## src/rtl/serial_subtractor_pkg.sv

```systemverilog
// Shared definitions for the digit-serial subtractor: FSM state encoding and
// the elaboration-time WIDTH/DIGIT divisibility check macro.
`ifndef SERIAL_SUBTRACTOR_PKG_SV
`define SERIAL_SUBTRACTOR_PKG_SV

// Elaboration fails if the operand width is not a whole number of digits.
`define SERSUB_CHECK_DIV(W, D) \
    generate \
        if ((((W) % (D)) != 0) || ((D) < 1) || ((D) > (W))) begin : g_bad_digit \
            $error("serial_subtractor: WIDTH must be a multiple of DIGIT and 1 <= DIGIT <= WIDTH"); \
        end \
    endgenerate

package serial_subtractor_pkg;

    typedef enum logic [1:0] {
        ST_IDLE = 2'd0,
        ST_RUN  = 2'd1,
        ST_DONE = 2'd2
    } sersub_state_t;

endpackage

`endif

```

## src/rtl/serial_subtractor_digit.sv

```systemverilog
// Combinational DIGIT-bit ripple of 1-bit full-subtractor cells (module digit_subtractor).
// bo_msb_in exposes the borrow entering the top bit for signed-overflow detection.
module digit_subtractor #(
    parameter int DIGIT = 2
) (
    input  logic [DIGIT-1:0] a,
    input  logic [DIGIT-1:0] b,
    input  logic             bi,
    output logic [DIGIT-1:0] d,
    output logic             bo,
    output logic             bo_msb_in
);

    logic [DIGIT:0] brw;

    assign brw[0] = bi;

    genvar i;
    generate
        for (i = 0; i < DIGIT; i++) begin : g_cell
            assign d[i]       = a[i] ^ b[i] ^ brw[i];
            assign brw[i + 1] = (~a[i] & b[i]) | (~(a[i] ^ b[i]) & brw[i]);
        end
    endgenerate

    assign bo        = brw[DIGIT];
    assign bo_msb_in = brw[DIGIT-1];

endmodule

```

## src/rtl/serial_subtractor.sv

```systemverilog
// Digit-serial subtractor: diff = a - b - bo_in, DIGIT bits per clock, LSB first.
// Optional feature macro: SERSUB_OVF_EN adds the signed-overflow output ovf.
module serial_subtractor
    import serial_subtractor_pkg::*;
#(
    parameter int WIDTH = 8,
    parameter int DIGIT = 2
) (
    input  logic             clk,
    input  logic             rst_n,
    input  logic             in_valid,
    output logic             in_ready,
    input  logic [WIDTH-1:0] a,
    input  logic [WIDTH-1:0] b,
    input  logic             bo_in,
    output logic             out_valid,
    input  logic             out_ready,
    output logic [WIDTH-1:0] diff,
    output logic             bo_out
`ifdef SERSUB_OVF_EN
    ,
    output logic             ovf
`endif
);

    localparam int NDIG  = WIDTH / DIGIT;
    localparam int CNT_W = (NDIG > 1) ? $clog2(NDIG) : 1;
    localparam logic [CNT_W-1:0] CNT_LAST = CNT_W'(NDIG - 1);

    `SERSUB_CHECK_DIV(WIDTH, DIGIT)

    sersub_state_t    state_q, state_d;
    logic [CNT_W-1:0] cnt;
    logic [WIDTH-1:0] a_sh, b_sh;
    logic [WIDTH-1:0] diff_shift;
    logic             brw;
    logic             last_dig;

    logic [DIGIT-1:0] dig_d;
    logic             dig_bo;
    logic             dig_bo_msb;

    digit_subtractor #(.DIGIT(DIGIT)) u_digit (
        .a         (a_sh[DIGIT-1:0]),
        .b         (b_sh[DIGIT-1:0]),
        .bi        (brw),
        .d         (dig_d),
        .bo        (dig_bo),
        .bo_msb_in (dig_bo_msb)
    );

    // Each new digit enters at the MSB end so the LSB digit lands at bit 0 after NDIG shifts.
    generate
        if (NDIG == 1) begin : g_one_digit
            assign diff_shift = dig_d;
        end else begin : g_multi_digit
            assign diff_shift = {dig_d, diff[WIDTH-1:DIGIT]};
        end
    endgenerate

    assign last_dig  = (cnt == CNT_LAST);
    assign in_ready  = (state_q == ST_IDLE);
    assign out_valid = (state_q == ST_DONE);

    always_ff @(posedge clk or negedge rst_n) begin
        if (!rst_n) begin
            state_q <= ST_IDLE;
        end else begin
            state_q <= state_d;
        end
    end

    always_comb begin
        state_d = state_q;
        case (state_q)
            ST_IDLE: if (in_valid) state_d = ST_RUN;
            ST_RUN:  if (last_dig) state_d = ST_DONE;
            ST_DONE: if (out_ready) state_d = ST_IDLE;
            default: state_d = ST_IDLE;
        endcase
    end

    always_ff @(posedge clk or negedge rst_n) begin
        if (!rst_n) begin
            cnt    <= '0;
            a_sh   <= '0;
            b_sh   <= '0;
            brw    <= 1'b0;
            diff   <= '0;
            bo_out <= 1'b0;
        end else begin
            case (state_q)
                ST_IDLE: begin
                    if (in_valid) begin
                        a_sh <= a;
                        b_sh <= b;
                        brw  <= bo_in;
                        cnt  <= '0;
                    end
                end
                ST_RUN: begin
                    a_sh <= a_sh >> DIGIT;
                    b_sh <= b_sh >> DIGIT;
                    diff <= diff_shift;
                    brw  <= dig_bo;
                    cnt  <= cnt + CNT_W'(1);
                    if (last_dig) begin
                        bo_out <= dig_bo;
                    end
                end
                default: ;
            endcase
        end
    end

`ifdef SERSUB_OVF_EN
    // Signed overflow: borrow into the sign bit disagrees with borrow out of it.
    always_ff @(posedge clk or negedge rst_n) begin
        if (!rst_n) begin
            ovf <= 1'b0;
        end else if ((state_q == ST_RUN) && last_dig) begin
            ovf <= dig_bo_msb ^ dig_bo;
        end
    end
`else
    logic unused_bo_msb;
    assign unused_bo_msb = dig_bo_msb;
`endif

endmodule

```

## config.mk

```make
export PLATFORM = sky130hd
export DESIGN_NAME = serial_subtractor
export DESIGN_NICKNAME = d
export VERILOG_FILES = /design/src/rtl/serial_subtractor_pkg.sv /design/src/rtl/serial_subtractor_digit.sv /design/src/rtl/serial_subtractor.sv
export SDC_FILE = /design/constraint.sdc
export NUM_CORES = 1
export LEC_CHECK = 0
export BUFFER_PORTS_ARGS = -buffer_cell sky130_fd_sc_hd__buf_2
export CORE_MARGIN = 4
export CORE_UTILIZATION = 45
export DETAILED_ROUTE_END_ITERATION = 6
export GPL_ROUTABILITY_DRIVEN = 0
export GPL_TIMING_DRIVEN = 0
export HOLD_SLACK_MARGIN = 0.05
export PLACE_DENSITY = 0.69
export SLEW_MARGIN = 20
export SYNTH_ARGS = -nofsm -noshare
export SYNTH_HDL_FRONTEND = slang
export SYNTH_SLANG_ARGS = --single-unit
export TNS_END_PERCENT = 1
```

## constraint.sdc

```tcl
create_clock -name clk -period 3.7 [get_ports clk]
set_input_delay 1.11 -clock clk [delete_from_list [all_inputs] [get_ports clk]]
set_output_delay 1.11 -clock clk [all_outputs]
set_load 0.02 [all_outputs]
```

* Yosys cells after proc, flatten, opt, wreduce, memory -nomap -nowiden
Cells that the tools add are included.
** Storage, ports and cells
- Register bits :: 30
- Input port bits :: 21
- Output and inout bits :: 11
- Logic and storage cells :: 45
** Operators by class
- Add/sub/neg operators :: 1
- Equality and inequality tests :: 6
- Mux-type cells :: 12
- Bitwise gates (word level) :: 14
- Reductions and logical operators :: 5
** Operators with widths (number)
- case mux 8 bit (2 select lines) :: 2
- two-way mux 8 bit :: 2
- two-way mux 2 bit :: 4
- case mux 2 bit (3 select lines) :: 1
- bitwise AND 1 bit :: 4
- equality test 2 bit, second input constant :: 2
- inequality test 2 bit, second input constant :: 2
- inverter 1 bit :: 4
- case mux 2 bit (2 select lines) :: 1
- AND reduction 2 bit :: 2
- bitwise XOR 1 bit :: 4
- AND reduction 3 bit :: 1
- adder 2 x 1 -> 2 bit, second input constant :: 1
- equality test 2 x 1 -> 1 bit, second input constant :: 1
- logical NOT 2 bit :: 1
- inequality test 2 x 1 -> 1 bit, second input constant :: 1
- bitwise OR 1 bit :: 2
- case mux 1 bit (2 select lines) :: 1
- nonzero test 2 bit :: 1
- two-way mux 1 bit :: 1

* Longest topological paths before layout
- Depth after elaboration :: 7
- Depth in mapped cells :: 5
- Mapped depth without buffers :: 5

* By module
From an unflattened synthesis, not the netlist that was laid out.
** Second synthesis, totals
- Cells, all modules :: 125
- Area total of the unflattened synthesis :: 1488.9 um^2
** By module, submodules not included
- serial_subtractor :: times used 1, cells each 118, area an instance 1430.1 um^2, sequential area each 750.7 um^2
- digit_subtractor :: times used 1, cells each 7, area an instance 58.8 um^2, sequential area each 0.0 um^2

* Least setup slack after synthesis
No wires, ideal clock.
- Path kind :: register to output
- From :: register state_q[0]
- To :: output in_ready
- Arrival :: 0.874 ns
- Required time :: 2.590 ns
- Path slack :: 1.716 ns
- Stages on the path, launching flop included :: 3
- Path buffers :: 1
- Cell sequence :: dfrtp_1 -> buf_6 -> nor2_2
** On the way
- Longest elaborated chain between the ends :: 1
** Ends and longest elaborated chain
- start: declaration :: RTL line serial_subtractor.sv:32 : sersub_state_t state_q, state_d;
- start signal: assignment :: RTL line serial_subtractor.sv:69 : state_q <= state_d;
- logical NOT 2 bit :: RTL line serial_subtractor.sv:62 : assign in_ready = (state_q == ST_IDLE);
- end: declaration :: RTL line serial_subtractor.sv:12 : output logic in_ready,
No other way between the ends.

* Final worst setup path
Ends and elaborated chain as after synthesis.

==> parameters.txt <==
Parameter                              Value

Placement
  Input/output buffers    30
  DP Worst Slack    1442 ps
  HPWL after detailed placement    2.122 mm
  Post-Place Cells    199
  DP Area    1684 um^2

Timing
  Worst slew margin relative to its limit    0.5600
  Max Clk Rate    380.7 MHz
  Number of slew-limit violations in the final report    0
  Tcrit/Tclk final    0.7099
  Final setup skew    9.014 ps
  Minimum clock period after layout    2627 ps
  Final Hold Slack    498.9 ps
  Number of setup violations in the final report    0
  Worst path setup slack after routing    1073 ps
  Accumulated negative setup slack    0 ps
  RSZ-0062 raised after global routing    no
  Slew at the pin with the worst max-slew slack    659.9 ps
  Final hold violation count    0

Detailed routing
  Residual antenna-violating net count after detailed routing    0
  Post-route DRC violation count    0
  Total wirelength of the detailed-routed design    3.025 mm
  Total via count after detailed routing    1092
  Pre-antenna DRT Iters    4
  Wire length per cell    14.61 um
  First-iteration detailed-routing DRC count    81
  Via-to-Cell Ratio    5.275

Global route
  Fraction of met1 tracks used by global routing    0.2149
  Antenna violations before repair    0
  Most utilized layer in the global route result    met2
  GRT Util Overall    0.1650
  Vias in the first global route    1123
  Met3 Usage GRT    0.04444
  Maximum number of pins on one net before global-route repair    31
  Met2 layer usage reported by global route    0.2617
  Aggregate global routing overflow    0
  Global-route wire length before repair    5.285 mm

Worst setup path
  Biggest fanout along the worst timing path    10
  Startpoint types    flop
  Endpoint of the lowest-slack register-to-register path    diff[7]
  Maximum single-stage delay on the critical path    450 ps
  Cell breakdown of the critical path    buf_6, nor2_2, buf_2
  CP max-delay cell    sky130_fd_sc_hd__dfrtp_1
  Kind of critical path    flop to primary output
  Critical path data arrival time    1520 ps
  Worst setup slack for register-to-register paths    2020 ps
  Cell family contributing the most delay on the critical path    flip-flops
  Number of buffer and inverter stages on the critical path    2
  Reg-to-Reg Start    a_sh[0]
  Critical Path Sink Type    primary output
  Endpoint required time on the critical path    2590 ps
  Depth of the worst register-to-register path    5

Run status
  Status    finished, final reports clean

Floorplanning
  Initial Utilization    0.4766
  Area of the die    4267 um^2
  FP Rows    20
  Core Region    3103 um^2
  Die Span Y    65.33 um
  Horizontal die dimension    65.33 um
  Io pins    32

Cells and area
  NumNets Final    186
  Post-route non-filler standard cell count    207
  Area of all placed cells without fillers    1762 um^2
  Utilization after layout    0.5677
  Fill count    292
  Multi-input gate area    570.5 um^2
  Signed area change from the synthesized netlist to the final layout    19.12%
  Register area    750.7 um^2
  Fraction of layout cells with a size suffix above 1    0.3742
  Antenna cells    0

Clock network
  H-tree depth    2
  Clock transition time at the flip-flop clock pins of the worst setup and hold paths    100 ps
  CTS hold repair buffers    0
  Number of buffers on the longest clock path    2
  Setup fix buffers added after clock tree synthesis    0
  Clock sink total    30
  CTS tree    done
  Worst-Skew Late Latency    330 ps
  Count of cells resized by post-cts repair    0
  Root buffer selected by CTS    sky130_fd_sc_hd__clkbuf_4
  Clock buffer count from CTS    5

Logic synthesis
  Synthesized instance count    125
  Dominant register cell in the synthesized netlist    sky130_fd_sc_hd__dfrtp_1
  Portion of the post-synthesis area used by sequential elements    0.5076
  Mapped Avg Cell Area    11.83 um^2
  Post-Synthesis Cell Area    1479 um^2
  Post-Synthesis Net Count    149
  Distinct cell type count of the synthesized netlist    28
  Synthesized flop and latch total    30
  Fraction of registers with async set/reset    1.000
  Number of synthesized flops with an enable pin    0
  Synthesis Warnings    0

Min path
  Cell depth of the worst hold path    1
  Endpoint, Worst Hold    b_sh[6]
  Startpoint of the worst hold path    b_sh[6]
  Worst hold path class    flop to flop

Power
  Highest ir drop seen on vdd    0.3451 mV
  Total power consumption of the routed design    1.627 mW
  Power density relative to cell area    923.7 nW/um^2
  Leakage power    0.8467 nW

Run
  Number of maximum-capacitance violations    0
==> cells in the final DEF (no fill, tap or decap), types with 2 or more instances in the layout <==
| cell type | synthesis | final |
|---|---|---|
| sky130_fd_sc_hd__buf_2 | 1 | 31 |
| sky130_fd_sc_hd__nand2b_1 | 2 | 2 |
| sky130_fd_sc_hd__nor3b_1 | 6 | 6 |
| sky130_fd_sc_hd__o221ai_1 | 3 | 3 |
| sky130_fd_sc_hd__inv_1 | 20 | 20 |
| sky130_fd_sc_hd__mux2i_1 | 2 | 2 |
| sky130_fd_sc_hd__a211oi_1 | 6 | 6 |
| sky130_fd_sc_hd__buf_6 | 2 | 2 |
| sky130_fd_sc_hd__nand3b_1 | 4 | 4 |
| sky130_fd_sc_hd__nor2b_1 | 8 | 8 |
| sky130_fd_sc_hd__nor4b_1 | 6 | 6 |
| sky130_fd_sc_hd__buf_4 | 3 | 3 |
| sky130_fd_sc_hd__mux2_2 | 8 | 8 |
| sky130_fd_sc_hd__a222oi_1 | 7 | 7 |
| sky130_fd_sc_hd__clkbuf_8 | 2 | 2 |
| sky130_fd_sc_hd__nand2_1 | 3 | 3 |
| sky130_fd_sc_hd__clkbuf_4 | 0 | 5 |
| sky130_fd_sc_hd__clkinv_2 | 0 | 2 |
| sky130_fd_sc_hd__dfrtp_1 | 30 | 30 |
| sky130_fd_sc_hd__fa_1 | 2 | 2 |
==> how the worst max path moves through the flow <==
stage	startpoint	end	slack, ps	depth (start not counted)
finish	state_q[0]	in_ready	1070	3
detailed placement	state_q[0]	in_ready	1440	3
floorplan	state_q[0]	in_ready	1720	2
global route	state_q[0]	in_ready	960	3
CTS	state_q[0]	in_ready	1070	3
global placement	state_q[0]	in_ready	1450	3
==> final cells by class <==
cell class	instances	area share
sequential	30	0.4261
multi-input combinational	66	0.3239
timing repair buffer	30	0.08523
buffer	9	0.04687
inverter	20	0.04261
tap	44	0.03125
clock inverter	3	0.02273
clock buffer	5	0.02131
==> kinds of logic after synthesis <==
group	count (synthesis)	share of synthesized area
buf+inv	29	0.1066
mux	10	0.07445
flops	30	0.5076
fa+ha+maj	3	0.03553
compound gates	21	0.1227
simple gates	32	0.1531
==> cells in the mapped netlist, types with 2 or more instances <==
master,number,share of area
sky130_fd_sc_hd__a211oi_1,6,0.030
sky130_fd_sc_hd__a222oi_1,7,0.047
sky130_fd_sc_hd__buf_4,3,0.015
sky130_fd_sc_hd__buf_6,2,0.015
sky130_fd_sc_hd__clkbuf_8,2,0.019
sky130_fd_sc_hd__dfrtp_1,30,0.51
sky130_fd_sc_hd__fa_1,2,0.027
sky130_fd_sc_hd__inv_1,20,0.051
sky130_fd_sc_hd__mux2_2,8,0.061
sky130_fd_sc_hd__mux2i_1,2,0.014
sky130_fd_sc_hd__nand2_1,3,0.0076
sky130_fd_sc_hd__nand2b_1,2,0.0085
sky130_fd_sc_hd__nand3b_1,4,0.020
sky130_fd_sc_hd__nor2b_1,8,0.034
sky130_fd_sc_hd__nor3b_1,6,0.030
sky130_fd_sc_hd__nor4b_1,6,0.036
sky130_fd_sc_hd__o221ai_1,3,0.018
==> power breakdown <==
group	internal, mW	switching [mW]
clock	0.140	0.112
combinational	0.375	0.412
sequential	0.493	0.0948
==> registers in the layout (all words and copies together) (netlist names) <==
register / flops
a_sh: 8
b_sh: 8
diff: 8
cnt: 2
state_q: 2
bo_out: 1
brw: 1
==> routing by layer <==
layer,vias to the layer above,share of wire
met2,48,0.48
met3,8,0.073
li1,515,-
met1,521,0.43
met5,-,0
met4,0,0.018
Note: power is estimated with default switching activity, not from simulation.
